===== src/rtl/cam_reg_scheduler.sv =====
// Purpose: serialises OV5640 register writes (boot ROM walk + runtime writes) onto the i2c_master streams.
// Latency: ROM entry -> cmd_valid after ROM_LATENCY+2 clocks; runtime capture -> cmd_valid next clock.
// Backpressure: cmd/data valids hold their payload until ready; the next write waits for i2c_busy to fall.
module cam_reg_scheduler #(
  parameter logic [6:0] DEV_ADDR      = 7'h3C,
  parameter int         ROM_DEPTH     = 256,
  parameter int         ROM_LATENCY   = 2,
  parameter int         CYCLES_PER_MS = 100000,
  localparam int        AW            = $clog2(ROM_DEPTH)
) (
  input  logic          clk_in,
  input  logic          rst_in,
  input  logic          init_valid,
  output logic          init_ready,
  output logic          init_done,
  output logic [AW-1:0] bram_addr,
  input  logic [23:0]   bram_dout,
  input  logic          wr_valid,
  output logic          wr_ready,
  input  logic [15:0]   wr_addr,
  input  logic [7:0]    wr_data,
  output logic [6:0]    cmd_address,
  output logic          cmd_start,
  output logic          cmd_write_multiple,
  output logic          cmd_stop,
  output logic          cmd_valid,
  input  logic          cmd_ready,
  output logic [7:0]    data_tdata,
  output logic          data_tvalid,
  input  logic          data_tready,
  output logic          data_tlast,
  input  logic          i2c_busy,
  output logic          busy
);

  typedef enum logic [3:0] {
    S_IDLE, S_ROM_RD, S_DECODE, S_DELAY, S_CMD,
    S_BYTE0, S_BYTE1, S_BYTE2, S_WAIT_BUS, S_NEXT, S_DONE
  } state_t;

  localparam logic [31:0]   CPM  = 32'(CYCLES_PER_MS);
  localparam logic [AW-1:0] LAST = AW'(ROM_DEPTH - 1);

  state_t        state, state_nxt;
  logic [AW-1:0] addr;
  logic [23:0]   word;        // {reg_addr, data} of the write in flight
  logic [7:0]    lat_cnt;
  logic [31:0]   dly_cnt;
  logic [1:0]    grd_cnt;
  logic          busy_seen;
  logic          src_rom;     // current transaction belongs to the ROM walk
  logic          init_pend;   // init request parked behind a runtime write
  logic          done_q;

  logic rom_active, init_take, wr_take, lat_done, dly_done, bus_done, last_entry;

  assign rom_active = src_rom && (state != S_IDLE);
  assign init_take  = (state == S_IDLE) && (init_valid || init_pend);
  assign wr_take    = wr_valid && wr_ready;
  assign lat_done   = (lat_cnt == 8'(ROM_LATENCY));
  assign dly_done   = (dly_cnt >= ({24'd0, word[7:0]} * CPM));
  // A master that never raises busy would otherwise stall us forever.
  assign bus_done   = !i2c_busy && (busy_seen || (grd_cnt == 2'd3));
  assign last_entry = (addr == LAST);

  assign init_ready  = (state == S_IDLE) && !init_pend;
  // Init has priority over a simultaneous runtime write.
  assign wr_ready    = (state == S_IDLE) && !init_pend && !init_valid && !rst_in;
  assign init_done   = done_q;
  assign bram_addr   = addr;
  assign busy        = (state != S_IDLE);
  assign cmd_address = DEV_ADDR;

  // State register.
  always_ff @(posedge clk_in or posedge rst_in) begin
    if (rst_in) state <= S_IDLE;
    else        state <= state_nxt;
  end

  // Next-state selection.
  always_comb begin
    state_nxt = state;
    case (state)
      S_IDLE:     if (init_valid || init_pend) state_nxt = S_ROM_RD;
                  else if (wr_take)            state_nxt = S_CMD;
      S_ROM_RD:   if (lat_done) state_nxt = S_DECODE;
      S_DECODE:   if (word == 24'hFFFFFF)          state_nxt = S_DONE;
                  else if (word[23:8] == 16'hFFFE) state_nxt = S_DELAY;
                  else                             state_nxt = S_CMD;
      S_DELAY:    if (dly_done)    state_nxt = S_NEXT;
      S_CMD:      if (cmd_ready)   state_nxt = S_BYTE0;
      S_BYTE0:    if (data_tready) state_nxt = S_BYTE1;
      S_BYTE1:    if (data_tready) state_nxt = S_BYTE2;
      S_BYTE2:    if (data_tready) state_nxt = S_WAIT_BUS;
      S_WAIT_BUS: if (bus_done)    state_nxt = src_rom ? S_NEXT : S_IDLE;
      S_NEXT:     state_nxt = last_entry ? S_DONE : S_ROM_RD;
      S_DONE:     state_nxt = S_IDLE;
      default:    state_nxt = S_IDLE;
    endcase
  end

  // Handshake outputs decoded from state; payload comes from the captured word.
  always_comb begin
    cmd_valid   = 1'b0;
    data_tvalid = 1'b0;
    data_tdata  = 8'd0;
    data_tlast  = 1'b0;
    case (state)
      S_CMD:   cmd_valid = 1'b1;
      S_BYTE0: begin data_tvalid = 1'b1; data_tdata = word[23:16]; end
      S_BYTE1: begin data_tvalid = 1'b1; data_tdata = word[15:8];  end
      S_BYTE2: begin data_tvalid = 1'b1; data_tdata = word[7:0]; data_tlast = 1'b1; end
      default: ;
    endcase
  end

  assign cmd_start          = cmd_valid;
  assign cmd_write_multiple = cmd_valid;
  assign cmd_stop           = cmd_valid;

  // Datapath: ROM pointer, captured word, wait counters, request bookkeeping.
  always_ff @(posedge clk_in or posedge rst_in) begin
    if (rst_in) begin
      addr      <= '0;
      word      <= '0;
      lat_cnt   <= '0;
      dly_cnt   <= '0;
      grd_cnt   <= '0;
      busy_seen <= 1'b0;
      src_rom   <= 1'b0;
      init_pend <= 1'b0;
      done_q    <= 1'b0;
    end else begin
      lat_cnt <= (state == S_ROM_RD) ? lat_cnt + 8'd1 : 8'd0;

      if (state == S_DELAY) begin
        if (dly_cnt != '1) dly_cnt <= dly_cnt + 32'd1;
      end else begin
        dly_cnt <= '0;
      end

      if (state == S_WAIT_BUS) begin
        if (grd_cnt != 2'd3) grd_cnt <= grd_cnt + 2'd1;
        if (i2c_busy)        busy_seen <= 1'b1;
      end else begin
        grd_cnt   <= '0;
        busy_seen <= 1'b0;
      end

      if ((state == S_ROM_RD) && lat_done) word <= bram_dout;
      if (wr_take) begin
        word    <= {wr_addr, wr_data};
        src_rom <= 1'b0;
      end
      if (init_take) begin
        addr      <= '0;
        src_rom   <= 1'b1;
        init_pend <= 1'b0;
      end
      if ((state == S_NEXT) && !last_entry) addr <= addr + AW'(1);

      // Requests during a ROM walk are dropped; during a runtime write they wait.
      if (init_valid && !rom_active && (state != S_IDLE)) init_pend <= 1'b1;
      if (init_valid && !rom_active) done_q <= 1'b0;
      if (state == S_DONE)           done_q <= 1'b1;
    end
  end

endmodule


===== config.mk =====
export PLATFORM = sky130hd
export DESIGN_NAME = cam_reg_scheduler
export DESIGN_NICKNAME = d
export VERILOG_FILES = /design/src/rtl/cam_reg_scheduler.sv
export SDC_FILE = /design/constraint.sdc
export NUM_CORES = 1
export LEC_CHECK = 0
export BUFFER_PORTS_ARGS = -buffer_cell sky130_fd_sc_hd__buf_4
export CAP_MARGIN = 20
export CORE_UTILIZATION = 40
export DETAILED_ROUTE_END_ITERATION = 10
export PLACE_DENSITY = 0.7
export SETUP_SLACK_MARGIN = 0.1
export SLEW_MARGIN = 20
export SYNTH_ARGS = -nofsm -noshare
export SYNTH_HDL_FRONTEND = slang
export SYNTH_SLANG_ARGS = --single-unit
export TNS_END_PERCENT = 30

===== constraint.sdc =====
create_clock -name clk_in -period 5.45 [get_ports clk_in]
set_input_delay 0.2725 -clock clk_in [delete_from_list [all_inputs] [get_ports clk_in]]
set_output_delay 0.2725 -clock clk_in [all_outputs]
set_load 0.01 [all_outputs]

==> impl_metrics.csv, run 1 <==
group,metric,value,unit
synthesis,synth_area_per_cell,9.209,um^2
global_routing,grt_pass1_vias,5046,
setup_path,critPathMaxFanout,6,
timing,finalSetupViolations,0,
die,core,15890,um^2
status,violations,"negative hold slack",
clock_tree,ctsHoldBuffers,0,
timing,fin_crit_sh,95.06,%
job,max-cap-violations,0,
detailed_routing,drt_wl_total,15.57,mm
setup_path,crit_path_max_incr_delay,0.48,ns
detailed_routing,routed-via-count,5446,
synthesis,syn-cell-area,6520,um^2
clock_tree,cts-root-buf,"clkbuf_16",
detailed_routing,routed_via_density,5.435,
detailed_routing,drt_iter0_drc,289,
synthesis,ys_ff_latch,82,
timing,min_period,5.181,ns
clock_tree,clkSlewWorstSetupHoldPaths,0.06,ns
detailed_routing,wire_per_inst,15.54,um
setup_path,path_buf_inv,2,
global_routing,grt_pass1_wl,25.12,mm
detailed_routing,drt_first_pass_iters,4,
die,die_h,129.7,um
layout,final_cells,1002,
timing,holdWs,-0.009527,ns
placed_design,dp.cells,983,
timing,rsz0062_at_grt,"yes",
clock_tree,cts_sinks,82,
detailed_routing,ant_nets,0,
placed_design,place_hpwl,11.72,mm
timing,hold_viol_final,10,
setup_path,slowest_stage,"fa_1",
timing,fin_tns_setup,0,ns
setup_path,start_kind,"flip-flop",
global_routing,overflow,0,
worst_hold_path,holdCritPathClass,"primary input to asynchronous set/reset pin",
clock_tree,cts_tree,"yes",
layout,final_cell_mix,"93 x nor2_1, 93 x buf_4, 81 x dfrtp_1",
synthesis,synth-warning-count,0,
status,outcome,"complete, but fails checks",
clock_tree,insertion_delay,0.35,ns
die,die_w,129.7,um
setup_path,required,5.70,ns
die,ios,88,
layout,nNetsFinal,928,
setup_path,crit_arrival,5.43,ns
synthesis,synth_edf_count,0,
die,die_area,16810,um^2
placed_design,io_buffer_count,80,
placed_design,place_congestion,0.8342,
setup_path,crit_chain,"buf_4 > ha_4 > fa_1 > fa_1 > ha_1 > ha_4 > a21o_1 > a21oi_1 > o221ai_2 > a211o_1 > o311a_1 > xnor2_1 > ha_1 > nand4_1 > nor2_2 > nand4_1 > a31oi_4 > o21ai_2 > buf_4 > o32ai_1",
clock_tree,h-tree-depth,3,
timing,drv_slew,0,
layout,n_antenna_cell,0,
setup_path,crit_path_end_kind,"flip-flop",
timing,worst_pin_slew,0.8807,ns
die,initial_core_util,41.04,%
global_routing,track_usage,19.25,%
layout,drive_gt1_share,18.83,%
die,num_rows,46,
synthesis,async_reset_ff_share,100.0,%
clock_tree,ctsLongestPathBuffers,2,
setup_path,criticalPathCategory,"flip-flop to flip-flop",
synthesis,synth_top_flop_cell,"dfrtp_1",
layout,syn2layout_area_growth,19.50,%
layout,fillers,1523,
global_routing,antenna_found_initial,0,
global_routing,grt_max_degree,50,
setup_path,path_delay_family,"adder cells",
timing,slew_headroom,40.75,%
synthesis,synth_cell_types,64,
synthesis,syn_inst,708,
synthesis,yosysSeqAreaShare,31.47,%
timing,fin_skew,0.008746,ns
clock_tree,cts_made_buffers,9,
detailed_routing,drcViolationCount,0,
timing,timing.fmax,193.0,MHz
[worst register-to-register path: stages, from the launching register on]
cell      delay [ns]
dfrtp_1         0.39
buf_4           0.15
ha_4            0.27
fa_1            0.45
fa_1            0.48
ha_1            0.34
ha_4            0.28
a21o_1          0.18
a21oi_1         0.24
o221ai_2        0.18
a211o_1         0.30
o311a_1         0.12
xnor2_1         0.13
ha_1            0.30
nand4_1         0.14
nor2_2          0.20
nand4_1         0.19
a31oi_4         0.23
o21ai_2         0.10
buf_4           0.15
o32ai_1         0.26
[logic make-up after synthesis]
family | share of synthesized area (%)
multiplexers | 6.045
buffers and inverters | 4.260
XOR/XNOR | 5.642
AND/OR/NAND/NOR | 20.69
flip-flops | 31.47
adder cells (fa/ha/maj) | 19.04
other | 0.1152
AO/OA/AOI/OAI | 12.74
[stage by stage]
stage | worst slack, ns | instance area [um^2] | hold WS [ns] | util, %
after floorplan | 0.4370 | 6539 | 0.3973 | -
after global placement | 0.1695 | 7306 | 0.3697 | 45.99
after detailed placement | 0.01876 | 7306 | 0.3761 | 45.99
after CTS | 0.1198 | 7671 | 0.002323 | 48.29
after global routing | -0.03335 | 7791 | 0.04006 | 49.05
final | 0.2692 | 7791 | -0.009527 | 49.05
[registers in the layout (all words and copies together) (netlist names)]
| signal | flops |
|---|---|
| word | 24 |
| bram_addr | 8 |
| busy_seen | 1 |
| init_done | 1 |
| lat_cnt | 8 |
| src_rom | 1 |
| grd_cnt | 2 |
| dly_cnt | 32 |
| init_pend | 1 |
| state | 4 |
[Yosys cell counts, types with 8 or more instances]
master | count | area, um^2
nor2_1 | 94 | 352.8
nand4_1 | 17 | 106.4
a22oi_1 | 9 | 67.56
mux2i_1 | 27 | 270.3
ha_1 | 80 | 1001
or3_1 | 8 | 50.05
nand2_1 | 29 | 108.9
clkbuf_1 | 18 | 67.56
mux2_2 | 11 | 123.9
fa_1 | 12 | 240.2
nand3_1 | 31 | 155.2
nor3_1 | 13 | 65.06
o21ai_0 | 32 | 160.2
buf_4 | 10 | 75.07
xor2_1 | 27 | 236.5
inv_1 | 26 | 97.59
nor2b_1 | 9 | 56.30
a21oi_1 | 44 | 220.2
o211ai_1 | 8 | 60.06
and4_1 | 10 | 87.58
xnor2_1 | 15 | 131.4
dfrtp_1 | 82 | 2052
[routing by layer]
metal  vias to the layer above  GRT usage [%]  wire, um
met2                        87          29.82      7252
met1                      2656          26.94      7648
met5                         -              0         0
li1                       2684              -         -
met3                        19          3.303       416
met4                         0          6.908       254
[final cells by class]
cell class	count	area, um^2	area share, %
clock buffers	12	256.5	3.292
clock inverters	4	97.59	1.253
inverters	26	98.84	1.269
multi-input cells	569	4317	55.40
flip-flops and latches	82	2053	26.35
well taps	216	270.3	3.469
repair buffers	93	698.2	8.961
[what timing repair did]
action                                  CTS  global route
buffers inserted                          1             2
resized for setup                         1            18
pin swaps                                 1             7
hold endpoints to repair                  0             0
endpoints found under the setup margin    2             4
[final timing paths]
| check | startpoint | endpoint | slack (ns) | cells after the start |
|---|---|---|---|---|
| max | word[4] | state[2] | 0.27 | 20 |
| min | rst_in | word[17] | -0.01 | 2 |
| max reg2reg | word[4] | state[2] | 0.27 | 20 |
| min reg2reg | busy_seen | busy_seen | 0.50 | 2 |
| max in group asynchronous | rst_in | dly_cnt[10] | 4.39 | 3 |
| min in group clk_in | i2c_busy | busy_seen | 0.15 | 3 |
Power of run 1 is not shown: default switching activity piles up to over one toggle a cycle in this logic, so the estimate is an artifact.
==> run 2: changes to the inputs <==
- CORE_ASPECT_RATIO: unset -> 0.75
==> impl_metrics.csv, run 2 (same netlist as run 1, synthesis figures left out) <==
group,metric,value,unit
layout,n_antenna_cell,0,
clock_tree,clkSlewWorstSetupHoldPaths,0.07,ns
setup_path,critPathMaxFanout,4,
job,max-cap-violations,0,
layout,syn2layout_area_growth,18.56,%
clock_tree,ctsLongestPathBuffers,2,
detailed_routing,wire_per_inst,15.53,um
die,core,15970,um^2
die,die_area,16820,um^2
setup_path,start_kind,"flip-flop",
clock_tree,insertion_delay,0.34,ns
timing,fin_skew,0.007009,ns
detailed_routing,routed-via-count,5484,
setup_path,r2r_cells,20,
layout,drive_gt1_share,19.26,%
layout,final_cell_mix,"95 x buf_4, 93 x nor2_1, 80 x dfrtp_1",
worst_hold_path,min_path_cells,3,
die,ios,88,
layout,layout_commonest_cell,"buf_4",
global_routing,track_usage,19.18,%
global_routing,grt_pass1_vias,5005,
clock_tree,cts-root-buf,"clkbuf_16",
global_routing,antenna_found_initial,0,
layout,reg_top3,"dly_cnt: 32 flops, word: 24 flops",
timing,timing.fmax,196.3,MHz
placed_design,place_congestion,0.8365,
timing,rsz0062_at_grt,"no",
timing,slew_headroom,40.51,%
setup_path,required,5.70,ns
worst_hold_path,holdCritPathClass,"primary input to flip-flop",
placed_design,place_hpwl,11.66,mm
timing,fin_crit_sh,93.49,%
placed_design,io_buffer_count,80,
global_routing,busiest_layer,"met1",
detailed_routing,drt_iter0_drc,456,
status,outcome,"finished clean",
layout,top_register,"dly_cnt",
clock_tree,h-tree-depth,3,
clock_tree,cts_tree,"yes",
die,die_w,149.4,um
layout,nNetsFinal,931,
global_routing,overflow,0,
timing,holdWs,0.1708,ns
die,num_rows,40,
die,die_h,112.6,um
clock_tree,cts_made_buffers,9,
detailed_routing,drcViolationCount,0,
global_routing,grt_pass1_wl,25.82,mm
timing,min_period,5.095,ns
die,initial_core_util,40.84,%
setup_path,crit_arrival,5.34,ns
timing,hold_viol_final,0,
setup_path,crit_path_end_kind,"flip-flop",
global_routing,grt_max_degree,59,
timing,finalSetupViolations,0,
global_routing,met3_usage,3.902,%
timing,worst_pin_slew,0.8842,ns
global_routing,use_met2,25.65,%
detailed_routing,drt_wl_total,15.51,mm
detailed_routing,drt_first_pass_iters,5,
clock_tree,cts_sinks,82,
layout,largest_reg_flops,32,
timing,drv_slew,0,
global_routing,use_met1,30.72,%
detailed_routing,routed_via_density,5.489,
setup_path,criticalPathCategory,"flip-flop to flip-flop",
detailed_routing,ant_nets,0,
-- run 2: final timing paths --
| check | start | end | slack, ns |
|---|---|---|---|
| setup / recovery | word[2] | state[2] | 0.35 |
| max in group asynchronous | rst_in | dly_cnt[8] | 3.85 |
| hold reg to reg | lat_cnt[0] | lat_cnt[0] | 0.50 |
| setup reg to reg | word[2] | state[2] | 0.35 |
| min in group asynchronous | rst_in | word[20] | 0.49 |
| hold / removal | wr_addr[10] | word[18] | 0.17 |
-- run 2: routing by layer --
metal  routed length, um  vias to the layer above
met5                   0                        -
met4                 112                        0
li1                    -                     2700
met3                 791                        7
met1                8211                     2642
met2                6394                      135
-- run 2: stage by stage --
stage / instances / worst slack (ns) / cell area [um^2] / TNS, ns / util (%)
after floorplan: 713 / 0.4370 / 6539 / 0 / -
after global placement: 978 / 0.1198 / 7306 / 0 / 45.76
after detailed placement: 978 / -0.06217 / 7306 / -0.1233 / 45.76
after CTS: 997 / 0.1544 / 7646 / 0 / 47.89
after global routing: 999 / 0.09100 / 7730 / 0 / 48.42
final: 999 / 0.3549 / 7730 / 0 / 48.42
-- run 2: area by class of cell --
type / instances / area (um^2)
fillers: 1484 / 8235
multi-input cells: 569 / 4312
flip-flops and latches: 82 / 2054
repair buffers: 96 / 723.2
well taps: 210 / 262.8
clock buffers: 9 / 225.2
inverters: 26 / 98.84
clock inverters: 7 / 53.80
-- run 2: repair_timing --
action                     4_1_cts  5_1_grt
resized for setup                7       12
pin swaps                        3        9
buffers inserted                 2        2
hold buffers                     1        0
setup endpoints to repair        4        4
cloned                           0        0
hold endpoints to repair        24        0
-- run 2: critical path: stages, from the launching register on --
cell,delay (ns)
dfrtp_1,0.43
buf_4,0.16
ha_1,0.34
ha_1,0.33
fa_1,0.48
ha_1,0.34
ha_4,0.29
o21ai_0,0.09
o21bai_1,0.24
o211ai_1,0.15
and4_1,0.19
or2_2,0.31
xor2_1,0.15
ha_1,0.28
nand4_1,0.11
nor2_2,0.20
nand4_1,0.11
a31oi_1,0.25
o21ai_2,0.14
buf_4,0.15
o32ai_1,0.25
Power of run 2 is left out for the same reason.
